### src/rtl/pc_sequencer.sv
// pc_sequencer: PC, NVZ flags and retired-instruction counter with a RUN/HALTED FSM.
module pc_sequencer #(
  parameter logic [15:0] RESET_PC = 16'h0000
) (
  input  logic        clk,
  input  logic        rst_n,
  input  logic [15:0] next_pc,
  input  logic        br_reg_take,
  input  logic [15:0] br_target,
  input  logic        stall,
  input  logic        hlt,
  input  logic [2:0]  flag_we,
  input  logic [2:0]  alu_flags,
  output logic [15:0] pc,
  output logic [2:0]  flags,
  output logic        halted,
  output logic [15:0] instr_count
);
  typedef enum logic {RUN, HALTED} state_t;
  state_t      state_q, state_d;
  logic [15:0] pc_q, pc_d, cnt_q, cnt_d;
  logic [2:0]  flags_q, flags_d;
  logic        halted_q, halted_d, adv, exec;
  always_comb begin
    adv      = (state_q == RUN) && !stall;
    exec     = adv && !hlt;
    pc_d     = exec ? (br_reg_take ? br_target : next_pc) : pc_q;
    flags_d  = exec ? (flag_we & alu_flags) | (~flag_we & flags_q) : flags_q;
    cnt_d    = adv ? cnt_q + 16'd1 : cnt_q;
    state_d  = (adv && hlt) ? HALTED : state_q;
    halted_d = (state_d == HALTED);
  end
  always_ff @(posedge clk) begin
    if (!rst_n) begin
      pc_q     <= RESET_PC;
      flags_q  <= 3'b000;
      cnt_q    <= 16'h0000;
      state_q  <= RUN;
      halted_q <= 1'b0;
    end else begin
      pc_q     <= pc_d;
      flags_q  <= flags_d;
      cnt_q    <= cnt_d;
      state_q  <= state_d;
      halted_q <= halted_d;
    end
  end
  assign pc          = pc_q;
  assign flags       = flags_q;
  assign halted      = halted_q;
  assign instr_count = cnt_q;
endmodule

### config.mk
export PLATFORM = sky130hd
export DESIGN_NAME = pc_sequencer
export DESIGN_NICKNAME = d
export VERILOG_FILES = /design/src/rtl/pc_sequencer.sv
export SDC_FILE = /design/constraint.sdc
export NUM_CORES = 1
export LEC_CHECK = 0
export ABC_AREA = 0
export CAP_MARGIN = 10
export CORE_ASPECT_RATIO = 0.7
export CORE_MARGIN = 5
export CORE_UTILIZATION = 42
export CTS_CLUSTER_SIZE = 28
export DETAILED_ROUTE_END_ITERATION = 10
export PLACE_DENSITY_LB_ADDON = 0.1
export SETUP_SLACK_MARGIN = 0.4
export SLEW_MARGIN = 10
export SYNTH_ARGS = -nofsm -noshare
export SYNTH_HDL_FRONTEND = slang
export SYNTH_SLANG_ARGS = --single-unit
### constraint.sdc
create_clock -name clk -period 2.3 [get_ports clk]
set_input_delay 0.345 -clock clk [delete_from_list [all_inputs] [get_ports clk]]
set_output_delay 0.345 -clock clk [all_outputs]
set_load 0.02 [all_outputs]
==> results by group, run 1 <==
Final layout
  – Most frequent standard cell in the layout excluding fill and tap cells: sky130_fd_sc_hd__clkdlybuf4s50_1
  – Nets@finish: 296
  – Number of inserted filler cells in the final layout: 310
  – Relative area change from synthesis to final layout: 59.0%
  – Number of standard cells in the final layout excluding fillers: 303
  – Ant diodes: 0
  – Total non-filler cell area in the finished layout: 2490 um2
  – Final core utilization: between 60% and 70%
  – Ratio of cells with drive above 1 in the final layout: 5.14%
  – Commonest cells after routing, fill and taps aside: 78 x sky130_fd_sc_hd__clkdlybuf4s50_1, 36 x sky130_fd_sc_hd__dfxtp_1, 30 x sky130_fd_sc_hd__nor2_1, 17 x sky130_fd_sc_hd__mux2i_1, 16 x sky130_fd_sc_hd__a211oi_1

Synthesis
  – Average cell area after synthesis: 9.05 um2
  – Share of the synthesized netlist area taken by xor and xnor gates: 6.16%
  – Post-Synth Simple-Gate Area: 20.4%
  – Portion of the post-synthesis area used by sequential elements: 46.0%
  – Proportion of synthesized area in mux cells: 10.9%
  – Summed instance area of the synthesized netlist: 1570 um2
  – Cells taking the most area after synthesis: sky130_fd_sc_hd__dfxtp_1 46%, sky130_fd_sc_hd__mux2i_1 11%, sky130_fd_sc_hd__a211oi_1 7.7%
  – Net count after synthesis: 217
  – Gate Count Post-Synth: 173
  – Share of synthesized cell area in full adder, half adder and majority cells: 0.799%
  – Top cell type's share of synthesized area: 46.0%
  – Count of distinct cell types in the synthesized netlist: 29
  – Number of synthesized register bits: 36
  – Synthesized-area fraction occupied by ao, oa, aoi and oai cells: 11.8%
  – Synth area leader: sky130_fd_sc_hd__dfxtp_1
  – Warnings from Yosys: 0
  – Largest family of logic cells by synthesized area: simple AND/OR/NAND/NOR gates

Floorplan
  – Std-Cell Core Area: 3560 um2
  – Count of pins on the block boundary: 79
  – Row cnt: 18
  – Die width: between 80 and 90 um
  – Vertical extent of the die: 61.1 um
  – Die Area: 5070 um2
  – Effective utilization at floorplan: 44.0%

Detailed routing
  – DRT antenna net count: 0
  – Pre-antenna DRT Iters: 4
  – Count of unresolved DRC violations after routing: 0
  – Number of DRC violations after detailed-routing iteration 0: 44
  – Vias post-DR: 1466
  – Post-detailed-route wirelength per cell: 13.2 um
  – Via-per-instance ratio: 4.84
  – Final WL: roughly 4000 um

Pwr
  – Cell leakage power: 0.921 nW
  – Cell Pwr Density: 550 nW/um2
  – Peak supply drop: 316 uV

Timing
  – Final min period: 1.79 ns
  – Final period util: 77.7%
  – Final-report setup violation count: 0
  – Hold violation count in the final report: 0
  – Headroom to the max-slew limit: approximately 77%
  – Maximum operating frequency: 0.559 GHz
  – Slew @ Worst Pin: 0.348 ns
  – Max-slew violation total from the final report: 0
  – TNS Setup: 0 ns
  – Worst clock skew: 0.00276 ns
  – Unrepaired setup endpoints after global routing: no
  – Setup slack of the critical path after layout: 0.512 ns

Flow run
  – Max-cap violation count: 0

Worst setup path
  – Worst Setup Start Kind: input pin
  – Arrival time reported for the critical path endpoint: 2.01 ns
  – Required time of the critical path: around 2.5 ns
  – Slowest cell on crit path: sky130_fd_sc_hd__or4_1
  – Largest incremental delay on the critical path: around 0.48 ns
  – Critical path cell sequence: clkdlybuf4s50_1 -> and4bb_2 -> nand2_1 -> or4_1 -> a21oi_1
  – Reg-to-reg critical path startpoint: halted
  – CP Max Fanout: 8
  – Startpoint of the most critical setup path: stall
  – Setup Crit Path Kind: input pin to flop
  – Kind of capture point of the worst setup path: flop

Global routing
  – Largest net degree at the start of global routing: 39
  – Initial antenna violation count: 0
  – Wire length of the first global-routing pass: 6380 um
  – Remaining Overflow, GRT: 0
  – Via count of the first global-routing pass: 1303
  – GR Util All Layers: 16.1%

CTS
  – Clock root cell: sky130_fd_sc_hd__clkbuf_8
  – Clock tree from TritonCTS: yes
  – Num Clock Sinks: 36
  – TritonCTS Buffers: 5
  – Maximum level of the CTS H-tree: 2
  – Latest clock arrival within the worst-skew pair: 0.28 ns
  – Clock Tree Buf Depth: 2
  – Register clock-pin slew on the reported worst setup and hold paths: 0.07 ns

Placed design
  – GP Congestion: 0.729
  – Number of buffers inserted by port buffering: just under 80
  – HPWL reported at the end of detailed placement: about 3000 um
  – Worst slack at placement: 0.250 ns
  – Instance count after placement with tap cells included: 295
  – Post-Place Cell Area: 2390 um2

Min path
  – Worst hold path type: flop to flop

Run status
  – Run status: complete, no violations
through the flow:
step	power, mW	hold slack [ns]
2_1_floorplan	0.790	0.489
3_3_place_gp	0.930	0.444
3_5_place_dp	0.934	0.448
4_1_cts	1.38	0.457
5_1_grt	1.44	0.493
6_report	1.37	0.456
final cells by class:
type | count | area [um2] | area share (%)
inverter | 3 | 11.3 | 0.452
clock buffer | 8 | 90.1 | 3.62
tap | 50 | 62.6 | 2.51
timing repair buffer | 82 | 811 | 32.6
multi-input combinational | 124 | 793 | 31.9
sequential | 36 | 721 | 29.0
cells by family (layout without fill, tap and decap cells):
logic type,count (synthesis),after routing
adder cells (fa/ha/maj),1,1
XOR/XNOR,11,11
multiplexers,17,17
AO/OA/AOI/OAI,27,27
flip-flops,36,36
AND/OR/NAND/NOR,68,68
buffers and inverters,13,93
report_power, final:
| part | internal [mW] | switching (mW) | total, mW | leakage, nW |
|---|---|---|---|---|
| combinational | 0.144 | 0.108 | 0.252 | 0.582 |
| clock | 0.244 | 0.206 | 0.450 | 0.0455 |
| sequential | 0.650 | 0.0163 | 0.666 | 0.294 |
synth_stat cells (all sizes together):
cell type   n
inv         2
xor2       10
nor2       30
xnor2       1
and4        2
nor4        1
clkinv      1
a211oi     16
clkbuf      4
nand3       9
nand2b      2
o31ai       2
and2        1
o211ai      1
o21ai       1
dfxtp      36
ha          1
o21bai      1
nand4       5
mux2i      17
a21oi       6
nor3        2
and3        2
or4         1
nand2      12
and4bb      1
buf         6
critical path, delay by kind of cell:
family	cells	cell delay (ns)
buf+inv	1	0.47
simple gates	3	1.04
compound gates	1	0.14
sequential cells by signal, summed over array words and instances, names as in the netlist, named ones only:
register / cells
halted: 1
pc: 16
instr_count: 16
metal layers:
layer	global-route usage, %	share of wire [%]	vias to the layer above	wire length [um]
li1	-	-	773	-
met1	20.5	45	636	1800
met2	24.9	44	52	1770
met3	6.82	9.7	5	387
met4	6.29	0.95	0	38
met5	0	0	-	0
final timing paths:
| check | end | slack (ns) | cells after the start |
|---|---|---|---|
| max | instr_count[14] | 0.51 | 5 |
| min | flop | 0.46 | 2 |
| max reg2reg | instr_count[14] | 0.70 | 4 |
| min reg2reg | flop | 0.46 | 2 |
timing repair:
item / 4_1_cts / 5_1_grt
buffers inserted: 0 / 0
hold buffers: 0 / 0
gates resized for setup: 0 / 1
setup endpoints to repair: 0 / 1
Note: power is estimated with default switching activity, not from simulation.
==> run 2: changes to the inputs <==
Settings changed: CORE_UTILIZATION 42 to 39.
Clock period 2.3 ns to 1.8 ns, I/O delays scaled along.
==> run 2 against run 1 <==
Non-clock buffer count up 14. Critical path type is now flop to flop. Sequential share of layout area decreased by 1.5 points. Wire length rose by 13%.
==> results by group, run 2 (synthesized netlist as in run 1, its figures left out) <==
Run status
  – Run status: complete, no violations (unchanged)

Final layout
  – Number of standard cells in the final layout excluding fillers: 319 (was 303)
  – Most frequent standard cell in the layout excluding fill and tap cells: sky130_fd_sc_hd__clkdlybuf4s50_1 (unchanged)
  – Commonest cells after routing, fill and taps aside: 41 x sky130_fd_sc_hd__clkdlybuf4s50_1, 36 x sky130_fd_sc_hd__dlygate4sd2_1, 30 x sky130_fd_sc_hd__nor2_1, 29 x sky130_fd_sc_hd__dfxtp_1, 17 x sky130_fd_sc_hd__mux2i_1 (was 78 x sky130_fd_sc_hd__clkdlybuf4s50_1, 36 x sky130_fd_sc_hd__dfxtp_1, 30 x sky130_fd_sc_hd__nor2_1, 17 x sky130_fd_sc_hd__mux2i_1, 16 x sky130_fd_sc_hd__a211oi_1)
  – Ant diodes: 0 (unchanged)
  – Final core utilization: 69.1% (was 69.9%)
  – Relative area change from synthesis to final layout: 72.0% (was 59.0%)
  – Nets@finish: 310 (was 296)
  – Total non-filler cell area in the finished layout: 2690 um2 (was 2490 um2)
  – Ratio of cells with drive above 1 in the final layout: 15.4% (was 5.14%)

Detailed routing
  – Number of DRC violations after detailed-routing iteration 0: 69 (was 44)
  – Pre-antenna DRT Iters: 4 (unchanged)
  – DRT antenna net count: 0 (unchanged)
  – Count of unresolved DRC violations after routing: 0 (unchanged)
  – Via-per-instance ratio: 4.87 (was 4.84)
  – Vias post-DR: 1552 (was 1466)
  – Post-detailed-route wirelength per cell: 14.2 um (was 13.2 um)
  – Final WL: 4540 um (was 4000 um)

Pwr
  – Peak supply drop: 380 uV (was 316 uV)
  – Cell Pwr Density: 661 nW/um2 (was 550 nW/um2)
  – Post-layout total power: 1.78 mW (was 1.37 mW)
  – Cell leakage power: 1.19 nW (was 0.921 nW)

Floorplan
  – Vertical extent of the die: 63.0 um (was 61.1 um)
  – Die width: 85.7 um (was 83.0 um)
  – Row cnt: 19 (was 18)
  – Count of pins on the block boundary: 79 (unchanged)
  – Effective utilization at floorplan: 40.1% (was 44.0%)
  – Die Area: 5400 um2 (was 5070 um2)
  – Std-Cell Core Area: 3900 um2 (was 3560 um2)

Worst setup path
  – Slowest cell on crit path: sky130_fd_sc_hd__or4_4 (was sky130_fd_sc_hd__or4_1)
  – Arrival time reported for the critical path endpoint: 1.70 ns (was 2.01 ns)
  – Largest incremental delay on the critical path: 0.52 ns (was 0.48 ns)
  – Kind of capture point of the worst setup path: flop (unchanged)
  – Buffer and inverter count on the worst path: 0 (was 1)
  – Worst Setup Start Kind: flop (was input pin)
  – Required time of the critical path: 2.02 ns (was 2.52 ns)
  – Critical path cell sequence: and4_4 -> nand4_1 -> or4_4 -> a21oi_2 (was clkdlybuf4s50_1 -> and4bb_2 -> nand2_1 -> or4_1 -> a21oi_1)
  – Cell family with the largest share of critical-path delay: simple AND/OR/NAND/NOR gates (unchanged)
  – CP Max Fanout: 4 (was 8)
  – Setup Crit Path Kind: flop to flop (was input pin to flop)

Global routing
  – Largest net degree at the start of global routing: 39 (unchanged)
  – Via count of the first global-routing pass: 1286 (was 1303)
  – Remaining Overflow, GRT: 0 (unchanged)
  – Wire length of the first global-routing pass: 6310 um (was 6380 um)
  – GR Util All Layers: 14.9% (was 16.1%)
  – Initial antenna violation count: 0 (unchanged)

Timing
  – TNS Setup: 0 ns (unchanged)
  – Max-slew violation total from the final report: 0 (unchanged)
  – Headroom to the max-slew limit: 81.4% (was 76.8%)
  – Worst clock skew: 0.00429 ns (was 0.00276 ns)
  – Slew @ Worst Pin: 0.278 ns (was 0.348 ns)
  – Final min period: 1.48 ns
  – Final period util: 82.3%
  – Final-report setup violation count: 0 (unchanged)
  – Unrepaired setup endpoints after global routing: yes (was no)
  – Hold violation count in the final report: 0 (unchanged)
  – Maximum operating frequency: 0.675 GHz

CTS
  – Hold buffer count at cts: 0 (unchanged)
  – Register clock-pin slew on the reported worst setup and hold paths: 0.07 ns (about the same)
  – Clock tree from TritonCTS: yes (unchanged)
  – Clock root cell: sky130_fd_sc_hd__clkbuf_8 (unchanged)
  – Clock Tree Buf Depth: 2 (unchanged)
  – Maximum level of the CTS H-tree: 2 (unchanged)
  – Latest clock arrival within the worst-skew pair: 0.28 ns (about the same)
  – Num Clock Sinks: 36 (unchanged)
  – TritonCTS Buffers: 5 (unchanged)

Placed design
  – HPWL reported at the end of detailed placement: 3000 um (was 3080 um)
  – Instance count after placement with tap cells included: 300 (was 295)
  – Post-Place Cell Area: 2460 um2 (was 2390 um2)
  – Number of buffers inserted by port buffering: 78 (unchanged)
  – GP Congestion: 0.749 (was 0.729)

Min path
  – Worst hold path type: flop to flop (unchanged)

Flow run
  – Max-cap violation count: 0 (unchanged)
==> run 2: changes by cell type in the layout (fill, tap and decap cells not counted), sizes merged <==
cell	delta
clkdlybuf4s15	+1
buf	+11
dlygate4sd2	+36
clkdlybuf4s50	-37
clkbuf	+3
==> run 2: area by class of cell <==
cell class | count | area [um2]
Sequential cell | 36 | 739
Inverter | 3 | 11.3
Clock buffer | 8 | 90.1
Tap cell | 52 | 65.1
Timing Repair Buffer | 96 | 961
Fill cell | 340 | 1210
Multi-Input combinational cell | 124 | 826
==> run 2: worst paths after layout <==
path	endpoint	start	slack (ns)	cells past startpoint
worst min-delay path	flop	flop	0.46	2
worst max-delay path	instr_count[14]	instr_count[8]	0.32	4
worst max register to register	instr_count[14]	instr_count[8]	0.32	4
worst min register to register	flop	flop	0.46	2
==> run 2: worst min-delay path, stage by stage (launching register included) <==
cell	delay, ns
sky130_fd_sc_hd__dfxtp_1	0.31
sky130_fd_sc_hd__nand2_1	0.05
sky130_fd_sc_hd__a21oi_1	0.06
==> run 2: metrics by stage <==
step                setup WS [ns]  hold slack (ns)
detailed placement       -0.00788            0.450
finish                      0.319            0.456
global placement           0.0235            0.443
floorplan                   0.331            0.413
CTS                         0.359            0.457
global route                0.269            0.482
==> run 2: timing repair <==
item                                    in CTS  in global routing
endpoints found under the setup margin      39                  6
gates cloned                                 0                  3
pin swaps                                    2                  4
endpoints found under the hold margin        0                  0
buffers inserted                             2                  6
resized for setup                           41                 13
==> run 2: report_power, final <==
part           internal [mW]  leakage (nW)  switching (mW)
registers              0.825         0.298          0.0179
clock network          0.312        0.0455           0.277
logic                  0.192         0.843           0.155
==> run 2: layer usage <==
metal | part of all wire (%) | up-vias | global-route usage [%]
li1 | - | 807 | -
met1 | 49 | 689 | 20.4
met2 | 43 | 48 | 20.4
met3 | 7.1 | 8 | 5.40
met4 | 1.5 | 0 | 7.11
met5 | 0 | - | 0
==> run 3: changes to the inputs <==
Settings changed: CORE_UTILIZATION 39 to 36.
Clock period 1.8 ns to 1.2 ns, I/O delays scaled along.
==> run 3 against run 2 <==
The run now ends with setup timing left. Die area up 7.2%. Register-to-register slack worse by 0.56 ns. Combinational power up 91%. Sequential power up 52%. Clock skew about the same. Sequential share of layout area down 3.2 points. First-iteration DRC count down 26%. Critical path depth unchanged. Setup slack worse by 0.56 ns. Hold slack worse by 0.077 ns. Largest cell class unchanged. Largest power group unchanged.
==> results by group, run 3 (synthesized netlist as in run 1, its figures left out) <==
CTS
  – Num Clock Sinks: 36 (unchanged)
  – Maximum level of the CTS H-tree: 2 (unchanged)
  – Register clock-pin slew on the reported worst setup and hold paths: 0.07 ns (about the same)
  – Latest clock arrival within the worst-skew pair: 0.28 ns (about the same)
  – TritonCTS Buffers: 5 (unchanged)
  – Clock Tree Buf Depth: 2 (unchanged)
  – Clock tree from TritonCTS: yes (unchanged)
  – Hold buffer count at cts: 0 (unchanged)
  – Clock root cell: sky130_fd_sc_hd__clkbuf_8 (unchanged)

Global routing
  – Remaining Overflow, GRT: 0 (unchanged)
  – Largest net degree at the start of global routing: 28 (was 39)
  – Via count of the first global-routing pass: 1594 (was 1286)
  – Wire length of the first global-routing pass: 7710 um (was 6310 um)
  – Initial antenna violation count: 0 (unchanged)
  – GR Util All Layers: 17.4% (was 14.9%)

Placed design
  – HPWL reported at the end of detailed placement: 3220 um (was 3000 um)
  – Worst slack at placement: -0.506 ns (was -0.00788 ns)
  – Post-Place Cell Area: 2660 um2 (was 2460 um2)
  – GP Congestion: 0.766 (was 0.749)
  – Number of buffers inserted by port buffering: 78 (unchanged)

Timing
  – Final min period: 1.44 ns (was 1.48 ns)
  – Max-slew violation total from the final report: 0 (unchanged)
  – Hold violation count in the final report: 0 (unchanged)
  – Maximum operating frequency: 0.692 GHz (was 0.675 GHz)
  – Final period util: 120% (was 82.3%)
  – Final-layout worst hold slack: 0.379 ns (was 0.456 ns)
  – Slew @ Worst Pin: 0.248 ns (was 0.278 ns)
  – Final-report setup violation count: 30 (was 0)
  – Headroom to the max-slew limit: 83.3% (was 81.4%)
  – Worst clock skew: 0.00467 ns (was 0.00429 ns)
  – TNS Setup: -3.03 ns (was 0 ns)
  – Unrepaired setup endpoints after global routing: yes (unchanged)
  – Setup slack of the critical path after layout: -0.244 ns (was 0.319 ns)

Floorplan
  – Row cnt: 20 (was 19)
  – Effective utilization at floorplan: 36.6% (was 40.1%)
  – Die width: 88.8 um (was 85.7 um)
  – Count of pins on the block boundary: 79 (unchanged)
  – Std-Cell Core Area: 4280 um2 (was 3900 um2)
  – Die Area: 5790 um2 (was 5400 um2)
  – Vertical extent of the die: 65.2 um (was 63.0 um)

Detailed routing
  – Via-per-instance ratio: 4.78 (was 4.87)
  – Vias post-DR: 1672 (was 1552)
  – Final WL: 5250 um (was 4540 um)
  – Count of unresolved DRC violations after routing: 0 (unchanged)
  – DRT antenna net count: 0 (unchanged)
  – Post-detailed-route wirelength per cell: 15.0 um (was 14.2 um)
  – Pre-antenna DRT Iters: 4 (unchanged)
  – Number of DRC violations after detailed-routing iteration 0: 51 (was 69)

Final layout
  – Ratio of cells with drive above 1 in the final layout: 49.5% (was 15.4%)
  – Nets@finish: 338 (was 310)
  – Final core utilization: 75.4% (was 69.1%)
  – Most frequent standard cell in the layout excluding fill and tap cells: sky130_fd_sc_hd__buf_6 (was sky130_fd_sc_hd__clkdlybuf4s50_1)
  – Total non-filler cell area in the finished layout: 3230 um2 (was 2690 um2)
  – Relative area change from synthesis to final layout: 106% (was 72.0%)
  – Ant diodes: 0 (unchanged)
  – Number of inserted filler cells in the final layout: 295 (was 340)
  – Commonest cells after routing, fill and taps aside: 47 x sky130_fd_sc_hd__buf_6, 40 x sky130_fd_sc_hd__clkdlybuf4s50_1, 29 x sky130_fd_sc_hd__nor2_1, 28 x sky130_fd_sc_hd__dfxtp_2, 27 x sky130_fd_sc_hd__buf_4 (was 41 x sky130_fd_sc_hd__clkdlybuf4s50_1, 36 x sky130_fd_sc_hd__dlygate4sd2_1, 30 x sky130_fd_sc_hd__nor2_1, 29 x sky130_fd_sc_hd__dfxtp_1, 17 x sky130_fd_sc_hd__mux2i_1)

Run status
  – Failing checks: setup timing
  – Run status: finished with violations (was complete, no violations)

Worst setup path
  – Minimum setup slack among reg-to-reg paths: -0.24 ns (was 0.32 ns)
  – Kind of capture point of the worst setup path: flop (unchanged)
  – Required time of the critical path: 1.42 ns (was 2.02 ns)
  – Worst Setup Start Kind: flop (unchanged)
  – Reg-to-reg critical path startpoint: halted (was instr_count[8])
  – Setup Crit Path Kind: flop to flop (unchanged)
  – Worst R2R End: instr_count[14] (unchanged)
  – CP Max Fanout: 4 (unchanged)
  – Depth of the worst register-to-register path: 4 (unchanged)
  – Arrival time reported for the critical path endpoint: 1.67 ns (was 1.70 ns)

Min path
  – Hold-critical path endpoint: instr_count[15]
  – Worst hold path type: input pin to flop (was flop to flop)
  – Min-Delay Startpoint: rst_n
  – Instance count along the most critical hold path: 4 (was 2)

Flow run
  – Max-cap violation count: 0 (unchanged)

Pwr
  – Cell leakage power: 1.35 nW (was 1.19 nW)
  – Peak supply drop: 583 uV (was 380 uV)
  – Cell Pwr Density: 929 nW/um2 (was 661 nW/um2)
==> run 3: cell types whose count changed in the layout (fill, tap and decap cells not counted), sizes merged <==
cell	before	now
dlymetal6s2s	0	1
buf	15	80
clkdlybuf4s50	41	40
inv	2	3
bufinv	0	1
dlygate4sd2	36	1
clkbuf	11	7
==> run 3: layout make-up <==
type	count	area (um2)	share of cell area, %
Inverter	3	13.8	0.427
Timing Repair Buffer	124	1330	41.3
Tap cell	55	68.8	2.13
Multi-Input combinational cell	124	921	28.5
Sequential cell	36	782	24.2
Clock buffer	6	72.6	2.25
Clock inverter	2	35.0	1.09
==> run 3: per-layer routing <==
metal  track usage [%]  vias to the layer above  share of wire, %
li1                  -                      857                 -
met1              23.1                      766                46
met4              4.53                        0              0.72
met2              27.1                       44                47
met5                 0                        -                 0
met3              5.51                        5               6.6
==> run 3: how the worst max path moves through the flow <==
stage / from / endpoint / slack [ns]
final: halted / instr_count[14] / -0.24
after global routing: halted / instr_count[14] / -0.28
after CTS: halted / instr_count[10] / -0.19
after detailed placement: stall / instr_count[14] / -0.51
after global placement: stall / instr_count[14] / -0.48
after floorplan: instr_count[8] / instr_count[14] / -0.26
==> run 3: metrics by stage <==
stage / instances / power [mW]
finish: 350 / 3.00
global route: 350 / 3.14
CTS: 340 / 2.97
detailed placement: 323 / 1.83
global placement: 323 / 1.83
floorplan: 173 / 1.53
==> run 3: critical path, cell delays in order, from the launching register on <==
cell and delay, ns:
sky130_fd_sc_hd__dfxtp_4 0.34, sky130_fd_sc_hd__and4bb_4 0.38, sky130_fd_sc_hd__nand2_4 0.05, sky130_fd_sc_hd__or4_4 0.48, sky130_fd_sc_hd__a21oi_2 0.13
==> run 3: report_power, final <==
group | internal [mW] | total (mW) | leakage (nW) | switching (mW)
Combinational | 0.392 | 0.662 | 0.980 | 0.270
Clock | 0.617 | 1.05 | 0.0552 | 0.436
Sequential | 1.24 | 1.28 | 0.311 | 0.0393
==> run 3: repair_timing <==
action                     in CTS  in global routing
cloned                          3                  1
buffers inserted                6                  9
setup endpoints to repair      72                 72
resized for setup             264                 19
pin swaps                      11                  8
